[src/rtl/readout_stream_pkg.sv]
// readout_stream_pkg: state encodings and default sizing for the readout streamer
package readout_stream_pkg;
  localparam logic [1:0] IDLE       = 2'd0;
  localparam logic [1:0] ACTIVE     = 2'd1;
  localparam logic [1:0] WAIT_VALID = 2'd2;
  localparam logic [1:0] STREAM     = 2'd3;
  localparam int ADDR_WIDTH_DEF = 9;
  localparam int DATA_WIDTH_DEF = 32;
  localparam int TIMEOUT_DEF    = 50;
  function automatic int cnt_width(input int n);
    return (n < 2) ? 1 : $clog2(n);
  endfunction
endpackage

[src/rtl/readout_stream.sv]
// readout_stream: scans the readout DPRAM after a fill and emits present entries as (index, data) words
module readout_stream
  import readout_stream_pkg::*;
#(
  parameter int ADDR_WIDTH     = ADDR_WIDTH_DEF,
  parameter int DATA_WIDTH     = DATA_WIDTH_DEF,
  parameter int TIMEOUT_CYCLES = TIMEOUT_DEF
) (
  input  logic                  clk,
  input  logic                  reset,
  input  logic                  readoutActive,
  input  logic                  readoutValid,
  input  logic                  readoutPresent,
  output logic [ADDR_WIDTH-1:0] readoutAddress,
  input  logic [DATA_WIDTH-1:0] readoutData,
  output logic [ADDR_WIDTH-1:0] packetIndex,
  output logic [DATA_WIDTH-1:0] packetData,
  output logic                  packetValid
);
  localparam int CW = cnt_width(TIMEOUT_CYCLES);
  logic [1:0]            state_q, state_d;
  logic [ADDR_WIDTH-1:0] addr_q, addr_d, daddr_q, daddr_d, pindex_q, pindex_d;
  logic [DATA_WIDTH-1:0] pdata_q, pdata_d;
  logic [CW-1:0]         cnt_q, cnt_d;
  logic                  rd_q, rd_d, pvalid_q, pvalid_d;
  logic                  last, abort, timeout;
  always_comb begin
    last    = addr_q == '1;
    abort   = state_q == STREAM && readoutActive;
    timeout = cnt_q == CW'(TIMEOUT_CYCLES - 1);
    state_d = state_q;
    case (state_q)
      IDLE:       state_d = readoutActive ? ACTIVE : IDLE;
      ACTIVE:     state_d = readoutActive ? ACTIVE : WAIT_VALID;
      WAIT_VALID: state_d = readoutValid ? STREAM : readoutActive ? ACTIVE : timeout ? IDLE : WAIT_VALID;
      default:    state_d = abort ? ACTIVE : last ? IDLE : STREAM;
    endcase
    addr_d   = (state_q == STREAM && !abort && !last) ? addr_q + 1'b1 : '0;
    cnt_d    = state_q == WAIT_VALID ? cnt_q + 1'b1 : '0;
    // an abort kills both the read just issued and the word already in flight
    rd_d     = state_q == STREAM && !abort;
    daddr_d  = addr_q;
    pvalid_d = rd_q && readoutPresent && !abort;
    pdata_d  = rd_q ? readoutData : pdata_q;
    pindex_d = rd_q ? daddr_q : pindex_q;
  end
  always_ff @(posedge clk) begin
    if (!reset) begin
      state_q  <= IDLE;
      addr_q   <= '0;
      daddr_q  <= '0;
      pindex_q <= '0;
      pdata_q  <= '0;
      cnt_q    <= '0;
      rd_q     <= 1'b0;
      pvalid_q <= 1'b0;
    end else begin
      state_q  <= state_d;
      addr_q   <= addr_d;
      daddr_q  <= daddr_d;
      pindex_q <= pindex_d;
      pdata_q  <= pdata_d;
      cnt_q    <= cnt_d;
      rd_q     <= rd_d;
      pvalid_q <= pvalid_d;
    end
  end
  assign readoutAddress = addr_q;
  assign packetIndex    = pindex_q;
  assign packetData     = pdata_q;
  assign packetValid    = pvalid_q;
endmodule

[config.mk]
export PLATFORM = sky130hd
export DESIGN_NAME = readout_stream
export DESIGN_NICKNAME = d
export VERILOG_FILES = /design/src/rtl/readout_stream_pkg.sv /design/src/rtl/readout_stream.sv
export SDC_FILE = /design/constraint.sdc
export NUM_CORES = 1
export LEC_CHECK = 0
export CAP_MARGIN = 20
export CORE_ASPECT_RATIO = 0.8
export CORE_MARGIN = 1
export CORE_UTILIZATION = 40
export CTS_CLUSTER_SIZE = 12
export DETAILED_ROUTE_END_ITERATION = 7
export PLACE_DENSITY = 0.79
export SLEW_MARGIN = 25
export SYNTH_ARGS = -nofsm -noshare
export SYNTH_HDL_FRONTEND = slang
export SYNTH_SLANG_ARGS = --single-unit
[constraint.sdc]
create_clock -name clk -period 1.66 [get_ports clk]
set_input_delay 0.249 -clock clk [delete_from_list [all_inputs] [get_ports clk]]
set_output_delay 0.249 -clock clk [all_outputs]
set_load 0.02 [all_outputs]
==> results_dict.tcl <==
set metrics [dict create \
    path_buf_inv 1 \
    clockBufferDepth 2 \
    initialDrtViolationCount 63 \
    cellLeakagePower_nw 1.36 \
    synthDominantCellAreaShare_pct 54.1 \
    dr_total_vias 1909 \
    htree_levels 3 \
    wl_per_cell_um 12.3 \
    cts-root-buf "clkbuf_8" \
    start_kind "flop" \
    dr.pass1.iters 4 \
    timing.fmax_mhz 638 \
    path_delay_family "buffers and inverters" \
    top_usage_layer "met2" \
    hold_viol 0 \
    start_util_pct 42.3 \
    holdWs_ns 0.485 \
    synth_seq_cells 69 \
    dp_slack_ns 0.0699 \
    place_congestion 0.763 \
    crit_type "reg -> out" \
    grt.met1_usage_pct 20.1 \
    cts.clk_slew.worst_paths_ns 0.07 \
    cp_slowest_stage_delay_ns 0.62 \
    p_clk_share_pct 43.3 \
    syn_nets 276 \
    worst_pin_slew_ns 0.375 \
    dp_hpwl_um 3590 \
    grt_max_degree 31 \
    dieArea_um2 6710 \
    area.sequential_um2 1390 \
    grt_pass1_wl_um 8070 \
    switchingPower_mw 0.670 \
    grt_overflow 0 \
    ir_drop_mv 0.788 \
    pwr-share-comb_pct 4.8 \
    drc 0 \
    die_h_um 73.5 \
    switching_share_pct 20.8 \
    port_buffers 87 \
    max_slew_margin_pct 75.0 \
    fin_setup_tns_ns 0 \
    core_area_um2 6040 \
    synth_cell_types 29 \
    antennaDiodeCount 0 \
    hp-class "reg -> reg" \
    ys_seq_area_share_pct 54.1 \
    numClockSinks 69 \
    cts_tree "yes" \
    syn-cell-area_um2 2550 \
    critPathArrivalTime_ns 1.32 \
    finalNetCount 372 \
    syn2layout_area_growth_pct 47.2 \
    fin_skew_ns 0.00791 \
    total_power_mw 3.22 \
    cts_made_buffers 9 \
    intPower_mw 2.55 \
    ys_warn_count 0 \
    clk-insertion-delay-late_ns 0.34 \
    rows 25 \
    drive_above_1_share_pct 9.52 \
    die_w_um 91.3 \
    ant_nets 0 \
    setup_slack_ns 0.0936 \
    critPathCaptureType "output pin" \
    crit_slowest_cell "clkdlybuf4s50_1" \
    grtUsageMet3_pct 6.21 \
    cp.required_ns 1.41 \
    outcome "finished clean" \
    synth.area.top_cells "dfxtp_1 (54%), mux2i_1 (16%), nor2b_1 (10%)" \
    instances_no_fill 417 \
    setup_violations 0 \
    synth_area_per_cell_um2 10.9 \
    critPathMaxFanout 3 \
    grt_pass1_vias 1697 \
    period_share_pct 94.4 \
    nFillCells 508 \
    yosys.area.top_type "dfxtp_1" \
    cap_viol_max_count 0 \
    drt-total-wl_um 5110 \
    netlist_instances 235 \
    num_io_pins 88 \
    antenna_found_initial 0 \
    dpl.cell_count 401 \
    power_density_nw_per_um2 856 \
    grt_use_met2_pct 24.7 \
    avgViaCountPerCell 4.58 \
    drv_slew 0 \
    finalCriticalPeriod_ns 1.57 \
    rsz0062_at_grt "false" \
    pwr-share-seq_pct 51.9 \
    multi_input_area_um2 1090 \
    grt.total_usage_pct 15.9 \
    worstPathCellList "clkdlybuf4s50_1" \
]
-- metrics by stage --
step	cell area [um^2]	utilization (%)
4_1_cts	3750	62.1
5_1_grt	3760	62.2
3_5_place_dp	3540	58.7
3_3_place_gp	3540	58.7
2_1_floorplan	2550	-
6_report	3760	62.2
-- per-layer routing --
metal  share of wire (%)  vias up
met5                   0        -
met4                0.96        0
met3                 6.6        6
met2                  45       66
met1                  47      856
li1                    -      981
-- final cells by class --
type / instances / area share [%]
inverter: 4 / 0.400
multi-input combinational: 150 / 29.1
sequential: 69 / 36.9
clock inverter: 5 / 1.57
clock buffer: 11 / 4.03
tap: 81 / 2.70
timing repair buffer: 97 / 25.3
-- synthesized netlist by cell type --
| cell type | number |
|---|---|
| dfxtp_1 | 69 |
| nor2b_1 | 42 |
| mux2i_1 | 41 |
| nor2_1 | 13 |
| and2_1 | 8 |
| nand3_1 | 7 |
| clkbuf_1 | 5 |
| a21oi_1 | 4 |
| buf_2 | 4 |
| ha_1 | 4 |
| inv_1 | 4 |
| nand2_1 | 4 |
| o21ai_0 | 4 |
| or3_1 | 4 |
| xor2_1 | 4 |
| buf_4 | 3 |
| a22o_1 | 2 |
| xnor2_1 | 2 |
| a21oi_2 | 1 |
| a31oi_1 | 1 |
| and2_2 | 1 |
| and4b_1 | 1 |
| nand2b_1 | 1 |
| nand3b_1 | 1 |
| nand4_1 | 1 |
| nand4_2 | 1 |
| nor3_1 | 1 |
| o211a_1 | 1 |
| o21a_1 | 1 |
-- power groups by stage --
stage	registers (mW)	clock network, mW	logic, mW
after global routing	1.67	1.51	0.166
after global placement	1.71	0	0.155
after floorplan	1.71	0	0.0470
final	1.67	1.39	0.156
after detailed placement	1.71	0	0.156
after CTS	1.67	1.44	0.157
-- layout by cell type, fill, tap and decap left out, drive strengths merged, types with 5 or more instances in the layout --
| cell | netlist | layout |
|---|---|---|
| nor2b | 42 | 42 |
| a21oi | 5 | 5 |
| clkdlybuf4s50 | 0 | 79 |
| dfxtp | 69 | 69 |
| and2 | 9 | 9 |
| clkbuf | 5 | 11 |
| nor2 | 13 | 13 |
| buf | 7 | 10 |
| nand3 | 7 | 7 |
| mux2i | 41 | 41 |
-- state kept, by name (all words and copies together) (netlist names) --
| name | flops |
|---|---|
| packetValid | 1 |
| rd_q | 1 |
| packetData | 32 |
| packetIndex | 9 |
| readoutAddress | 9 |
| state_q | 2 |
| cnt_q | 6 |
| daddr_q | 9 |
-- final timing paths --
kind	start	to	slack, ns	cells past startpoint
worst min register to register	cnt_q[0]	cnt_q[0]	0.48	1
worst max-delay path	readoutAddress[8]	readoutAddress[8]	0.09	1
worst max register to register	readoutAddress[5]	state_q[1]	0.10	6
worst min-delay path	cnt_q[0]	cnt_q[0]	0.48	1
-- kinds of logic after synthesis --
group | synth area share, %
multiplexers | 16.1
AND/OR/NAND/NOR | 19.3
buffers and inverters | 2.99
flip-flops | 54.1
AO/OA/AOI/OAI | 3.53
XOR/XNOR | 2.06
adder cells (fa/ha/maj) | 1.96
-- what timing repair did --
| action | CTS | global route |
|---|---|---|
| gates resized for setup | 4 | 4 |
| endpoints found under the setup margin | 4 | 4 |
| pin swaps | 0 | 0 |
| buffers inserted | 0 | 0 |
| hold buffers | 0 | 0 |
(Power assumes the default switching activity.)
